File: src/rtl/io_uart_pkg.sv
// Shared definitions for the memory-mapped UART transmitter: register
// offsets inside the 16-word window, FSM encoding and STATUS bit layout.
package io_uart_pkg;

    localparam logic [3:0] REG_DATA    = 4'd0;
    localparam logic [3:0] REG_STATUS  = 4'd1;
    localparam logic [3:0] REG_DIVISOR = 4'd2;
    localparam logic [3:0] REG_OVERRUN = 4'd3;

    localparam int STAT_BUSY    = 0;
    localparam int STAT_FULL    = 1;
    localparam int STAT_EMPTY   = 2;
    localparam int STAT_CNT_LSB = 3;
    localparam int STAT_CNT_W   = 4;
    localparam int STAT_W       = STAT_CNT_LSB + STAT_CNT_W;

    typedef enum logic [1:0] {
        ST_IDLE,
        ST_START,
        ST_DATA,
        ST_STOP
    } uart_state_t;

endpackage

File: src/rtl/io_sync_fifo.sv
// Small synchronous first-word-fall-through FIFO. A push while full is
// accepted only if a pop happens in the same cycle; a pop while empty is
// ignored. Storage is not reset; only pointers and count are.
module io_sync_fifo #(
    parameter int DATA_W = 8,
    parameter int DEPTH  = 4
) (
    input  logic                       clock,
    input  logic                       reset,
    input  logic                       push,
    input  logic                       pop,
    input  logic [DATA_W-1:0]          wr_data,
    output logic [DATA_W-1:0]          rd_data,
    output logic                       full,
    output logic                       empty,
    output logic [$clog2(DEPTH+1)-1:0] count
);

    localparam int PTR_W = (DEPTH > 1) ? $clog2(DEPTH) : 1;
    localparam int CNT_W = $clog2(DEPTH + 1);

    logic [DATA_W-1:0] mem [0:(1<<PTR_W)-1];
    logic [PTR_W-1:0]  wr_ptr;
    logic [PTR_W-1:0]  rd_ptr;
    logic              do_push;
    logic              do_pop;

    assign full    = (count == CNT_W'(DEPTH));
    assign empty   = (count == '0);
    assign do_pop  = pop && !empty;
    assign do_push = push && (!full || do_pop);
    assign rd_data = mem[rd_ptr];

    // Pointer and occupancy bookkeeping; depth is a power of two so pointers wrap naturally.
    always_ff @(posedge clock or negedge reset) begin
        if (!reset) begin
            wr_ptr <= '0;
            rd_ptr <= '0;
            count  <= '0;
        end else begin
            if (do_push) wr_ptr <= wr_ptr + PTR_W'(1);
            if (do_pop)  rd_ptr <= rd_ptr + PTR_W'(1);
            count <= count + CNT_W'(do_push) - CNT_W'(do_pop);
        end
    end

    // Byte storage, written only on an accepted push.
    always_ff @(posedge clock) begin
        if (do_push) mem[wr_ptr] <= wr_data;
    end

endmodule

File: src/rtl/io_uart_tx.sv
// Memory-mapped 8N1 UART transmitter on the CPU I/O bus: window decode,
// DATA/STATUS/DIVISOR/OVERRUN registers, TX FIFO and serializer FSM.
module io_uart_tx
    import io_uart_pkg::*;
#(
    parameter int                   CPU_WIDTH       = 16,
    parameter logic [CPU_WIDTH-1:0] BASE_ADDR       = 16'h4000,
    parameter int                   FIFO_DEPTH      = 4,
    parameter int                   DEFAULT_DIVISOR = 103
) (
    input  logic                 clock,
    input  logic                 reset,
    input  logic [CPU_WIDTH-1:0] io_addr,
    input  logic                 io_write,
    input  logic [CPU_WIDTH-1:0] io_wr_data,
    output logic [CPU_WIDTH-1:0] io_rd_data,
    output logic                 tx,
    output logic                 tx_busy
);

    localparam int FIFO_CNT_W = $clog2(FIFO_DEPTH + 1);

    logic                  hit;
    logic [3:0]            offset;
    logic                  wr_en;
    logic                  push_req;
    logic                  overrun_evt;
    logic [15:0]           divisor;
    logic [7:0]            overrun;
    logic [STAT_W-1:0]     status;

    logic                  fifo_full;
    logic                  fifo_empty;
    logic [FIFO_CNT_W-1:0] fifo_count;
    logic [7:0]            fifo_rd_data;

    uart_state_t           state, state_d;
    logic [15:0]           bit_cnt, bit_cnt_d;
    logic [2:0]            bit_idx, bit_idx_d;
    logic [7:0]            shift, shift_d;
    logic                  tx_d;
    logic                  pop;

    assign hit         = (io_addr[CPU_WIDTH-1:4] == BASE_ADDR[CPU_WIDTH-1:4]);
    assign offset      = io_addr[3:0];
    assign wr_en       = hit && io_write;
    assign push_req    = wr_en && (offset == REG_DATA);
    assign overrun_evt = push_req && fifo_full && !pop;

    io_sync_fifo #(
        .DATA_W (8),
        .DEPTH  (FIFO_DEPTH)
    ) u_fifo (
        .clock   (clock),
        .reset   (reset),
        .push    (push_req),
        .pop     (pop),
        .wr_data (io_wr_data[7:0]),
        .rd_data (fifo_rd_data),
        .full    (fifo_full),
        .empty   (fifo_empty),
        .count   (fifo_count)
    );

    // STATUS word assembled from live flags.
    always_comb begin
        status                                = '0;
        status[STAT_BUSY]                     = tx_busy;
        status[STAT_FULL]                     = fifo_full;
        status[STAT_EMPTY]                    = fifo_empty;
        status[STAT_CNT_LSB +: STAT_CNT_W]    = STAT_CNT_W'(fifo_count);
    end

    // Zero-wait-state read mux; misses and unmapped offsets read as zero.
    always_comb begin
        io_rd_data = '0;
        if (hit) begin
            case (offset)
                REG_STATUS:  io_rd_data = CPU_WIDTH'(status);
                REG_DIVISOR: io_rd_data = CPU_WIDTH'(divisor);
                REG_OVERRUN: io_rd_data = CPU_WIDTH'(overrun);
                default:     io_rd_data = '0;
            endcase
        end
    end

    // DIVISOR and OVERRUN registers; a clear beats a simultaneous drop.
    always_ff @(posedge clock or negedge reset) begin
        if (!reset) begin
            divisor <= 16'(DEFAULT_DIVISOR);
            overrun <= '0;
        end else begin
            if (wr_en && offset == REG_DIVISOR) divisor <= io_wr_data[15:0];
            if (wr_en && offset == REG_OVERRUN) overrun <= '0;
            else if (overrun_evt && overrun != 8'hFF) overrun <= overrun + 8'd1;
        end
    end

    // Serializer next state: each bit holds for DIVISOR+1 clocks, and the end
    // of STOP chains straight into the next START when a byte is waiting.
    always_comb begin
        state_d   = state;
        bit_cnt_d = bit_cnt;
        bit_idx_d = bit_idx;
        shift_d   = shift;
        tx_d      = tx;
        pop       = 1'b0;
        case (state)
            ST_IDLE: begin
                if (!fifo_empty) begin
                    pop       = 1'b1;
                    shift_d   = fifo_rd_data;
                    bit_cnt_d = divisor;
                    state_d   = ST_START;
                    tx_d      = 1'b0;
                end
            end
            ST_START: begin
                if (bit_cnt == '0) begin
                    bit_cnt_d = divisor;
                    bit_idx_d = '0;
                    state_d   = ST_DATA;
                    tx_d      = shift[0];
                end else begin
                    bit_cnt_d = bit_cnt - 16'd1;
                end
            end
            ST_DATA: begin
                if (bit_cnt == '0) begin
                    bit_cnt_d = divisor;
                    if (bit_idx == 3'd7) begin
                        state_d = ST_STOP;
                        tx_d    = 1'b1;
                    end else begin
                        shift_d   = shift >> 1;
                        tx_d      = shift[1];
                        bit_idx_d = bit_idx + 3'd1;
                    end
                end else begin
                    bit_cnt_d = bit_cnt - 16'd1;
                end
            end
            ST_STOP: begin
                if (bit_cnt == '0) begin
                    bit_cnt_d = divisor;
                    if (!fifo_empty) begin
                        pop     = 1'b1;
                        shift_d = fifo_rd_data;
                        state_d = ST_START;
                        tx_d    = 1'b0;
                    end else begin
                        state_d = ST_IDLE;
                    end
                end else begin
                    bit_cnt_d = bit_cnt - 16'd1;
                end
            end
            default: state_d = ST_IDLE;
        endcase
    end

    // Serializer control state; tx is forced high and the frame dropped on reset.
    always_ff @(posedge clock or negedge reset) begin
        if (!reset) begin
            state   <= ST_IDLE;
            bit_cnt <= '0;
            bit_idx <= '0;
            tx      <= 1'b1;
            tx_busy <= 1'b0;
        end else begin
            state   <= state_d;
            bit_cnt <= bit_cnt_d;
            bit_idx <= bit_idx_d;
            tx      <= tx_d;
            tx_busy <= (state_d != ST_IDLE);
        end
    end

    // Shift register holds frame data only, so it carries no reset.
    always_ff @(posedge clock) begin
        shift <= shift_d;
    end

endmodule

File: config.mk
export PLATFORM = sky130hd
export DESIGN_NAME = io_uart_tx
export DESIGN_NICKNAME = d
export VERILOG_FILES = /design/src/rtl/io_uart_pkg.sv /design/src/rtl/io_sync_fifo.sv /design/src/rtl/io_uart_tx.sv
export SDC_FILE = /design/constraint.sdc
export NUM_CORES = 1
export LEC_CHECK = 0
export CORE_MARGIN = 4
export CORE_UTILIZATION = 55
export CTS_CLUSTER_SIZE = 12
export DETAILED_ROUTE_END_ITERATION = 8
export PLACE_DENSITY_LB_ADDON = 0.2
export SKIP_LAST_GASP = 1
export SLEW_MARGIN = 20
export SYNTH_ARGS = -nofsm -noshare
export SYNTH_HDL_FRONTEND = slang
export SYNTH_SLANG_ARGS = --single-unit
File: constraint.sdc
create_clock -name clock -period 4.6 [get_ports clock]
set_clock_uncertainty 0.2 [all_clocks]
set_input_delay 0.92 -clock clock [delete_from_list [all_inputs] [get_ports clock]]
set_output_delay 0.92 -clock clock [all_outputs]
set_load 0.02 [all_outputs]
==> out/results.txt, run 1 <==
post-synthesis async set-or-reset flop share: 57.4%
synthesized area: 0.00484 sq mm
clock root buffer: clkbuf_8
via count: 3,594
register bit total from synthesis: 94
Worst setup SP type: input port
CP Cell Sequence: clkdlybuf4s50_1 > or4_4 > or4_1 > buf_4 > nor2_1 > clkdlybuf4s50_1
# port buffers: 52
antenna violations before repair: 0
dpl hpwl: 7320 microns
layout cells sized above 1: 15.2%
Final Max Tran Viols: 0
postcts setup bufs: 0
ys flop type: dfrtp_1
register-to-register path setup slack: 1.22 ns
Setup crit end kind: output port
first-pass GRT wire length: 17,000 microns
number of enable flip-flop cells after synthesis: 40
Filler Cell Count: 633
# rows: 33
Die Wd: 102 microns
wire per inst: 17.6 microns
Least-Margin Pin Slew: 1.09 ns
TritonCTS clock tree: yes
Ys Warns: 0
diodes inserted: 0
hold_buf cts: 0
DR pass1 iterations: 6
CP most frequent cell: clkdlybuf4s50_1
Worst Path Required: 3.48 ns
Post-Syn Area per Cell: 11.4 sq um
Skew-Pair Late Insertion Delay: 0.38 ns
max cap viols: 0
gp weighted congestion: 0.881
slew margin rel.: 27.4%
GRT Overall Usage: 21.2%
Die Y: 102 microns
final setup fails: 0
Vias per Instance: 6.14
RSZ-0062 raised after global routing: no
setup TNS: 0 ns
Total Wirelength: 10,300 microns
type of the most critical hold path: flop to flop
largest net degree at the start of global routing: 55
crit path DAT: 3.35 ns
f_max: 224 MHz
starting density of the core: 57.7%
full die area: 0.0104 sq mm
cell taking the most area after synthesis: dfrtp_1
Final Cell Area: 0.00567 sq mm
Nets: 526
slowest cell delay on critical path: 0.62 ns
pwr dens: 482 mW/mm^2
top fanout value on the critical path: 7
crit path kind: input port to output port
Post-DRT Antenna Nets: 0
total power: 2730 uW
Mapped Nets: 474
Synth area leaders: dfrtp_1 25%, edfxtp_1 25%, mux2_2 4.7%
Congestion Overflow GR: 0
CTS clock-pin slew for the worst setup and hold paths: 0.10 ns
Max clock buf depth: 2
number of remaining DRC errors: 0
number of CTS-inserted buffers: 9
CTS sink cnt: 94
I/O pin total: 53
most common cell after layout, fill and taps aside: dfrtp_1
Hold Slack: 0.333 ns
most frequent cells in the layout: 48 x dfrtp_1, 41 x clkdlybuf4s50_1, 40 x edfxtp_1
cells after synthesis: 423
unique cell type count in the Yosys netlist: 58
vias in the first global route: 3,402
min Tclk post-route: 4.47 ns
sequential-to-total area share from yosys stat: 52.9%
Yosys top cell area share: 24.8%
DR iter-0 viols: 244
core area: 0.00838 sq mm
final period utilization: 97.1%
# H-tree levels: 3
peak supply drop: 0.228 mV
placed inst area: 0.00549 sq mm
Slowest-stage cell, CP: clkdlybuf4s50_1
outcome: finished clean
P_leak: 0.00230 uW
Area Growth Syn to Fin: 17.2%
Final Hold Viols: 0
-- path summary, 6_finish.rpt --
kind	cells after the start	end	startpoint
worst max-delay path	6	io_rd_data[1]	io_addr[5]
worst min-delay path	1	overrun[7]$_DFFE_PN0P_	overrun[7]$_DFFE_PN0P_
worst max register to register	9	u_fifo.count[2]$_DFF_PN0_	bit_cnt[6]$_DFFE_PN0P_
worst min register to register	1	overrun[7]$_DFFE_PN0P_	overrun[7]$_DFFE_PN0P_
max in group asynchronous	2	bit_cnt[6]$_DFFE_PN0P_	reset
min in group asynchronous	2	divisor[12]$_DFFE_PN0P_	reset
-- power breakdown --
group | total [uW] | switching (uW) | leakage, uW | internal, uW
clock | 527 | 317 | 0.0000989 | 209
sequential | 1240 | 184 | 0.00105 | 1060
combinational | 965 | 538 | 0.00115 | 427
-- final cells by class --
type	count	area, sq um	share of cell area, %
Clock buffer	9	124	2.18
Clock inverter	7	67.6	1.19
Inverter	13	48.8	0.860
Multi-Input combinational cell	295	2150	38.0
Sequential cell	94	2560	45.1
Tap cell	105	131	2.32
Timing Repair Buffer	62	586	10.3
-- metal layers --
layer / up-vias / track usage, % / part of all wire (%)
li1: 1695 / - / -
met1: 1765 / 29.3 / 44
met2: 113 / 34.0 / 48
met3: 21 / 5.23 / 6.3
met4: 0 / 4.91 / 1.3
met5: - / 0 / 0
-- logic make-up (layout without fill, tap and decap cells) --
group | after synthesis | count (layout) | share of synthesized area, %
AOI/OAI and AO/OA | 106 | 106 | 13.9
xor gates and xnor gates | 7 | 7 | 1.27
adders and majority gates | 16 | 16 | 4.29
buffers and inverters | 34 | 91 | 2.74
DFF | 94 | 94 | 52.9
muxes | 33 | 33 | 9.44
and+or+nand+nor | 133 | 133 | 15.5
-- synth_stat cells (all sizes together), types with 3 or more instances --
cell     n
dfrtp   48
edfxtp  40
nor2    34
a21oi   32
o21ai   31
mux2    21
nand2   20
clkbuf  15
ha      15
and2    13
inv     13
a22o    12
nand3   10
nand4    9
nor3     9
mux4     8
nor4     7
or3      7
a22oi    6
buf      6
dfstp    6
or4      6
xor2     5
mux2i    4
a21o     3
a31oi    3
and4     3
nand2b   3
o21a     3
or4b     3
-- worst max-delay path, delay by kind of cell --
| family | cells | cell delay, ns |
|---|---|---|
| AND/OR/NAND/NOR | 3 | 1.21 |
| buffers and inverters | 3 | 1.20 |
-- timing repair --
item,in CTS,in global routing
pin swaps,0,0
gates cloned,0,0
endpoints found under the setup margin,8,2
resized for setup,8,2
-- per-stage QoR --
stage | utilization [%] | cells | worst slack (ns)
detailed placement | 65.4 | 569 | -0.0277
global placement | 65.4 | 569 | -0.0107
global route | 67.7 | 585 | 0.0255
finish | 67.7 | 585 | 0.134
CTS | 67.6 | 585 | 0.00745
floorplan | - | 423 | 0.733
-- flip-flops by register name, summed over array words and instances, names as in the netlist --
| register | flops |
|---|---|
| u_fifo.rd_ptr | 2 |
| tx_busy | 1 |
| shift | 8 |
| divisor | 16 |
| overrun | 8 |
| bit_idx | 3 |
| u_fifo.wr_ptr | 2 |
| state | 2 |
| tx | 1 |
| u_fifo.count | 3 |
| bit_cnt | 16 |
| u_fifo.mem | 32 |
Note: power is estimated with default switching activity, not from simulation.
==> run 2, diff against run 1 <==
GPL_ROUTABILITY_DRIVEN = 0   (was unset)
SLEW_MARGIN = unset   (was 20)
==> results of run 2 <==
The final DEF is identical to that of run 1; final timing and power are the same.
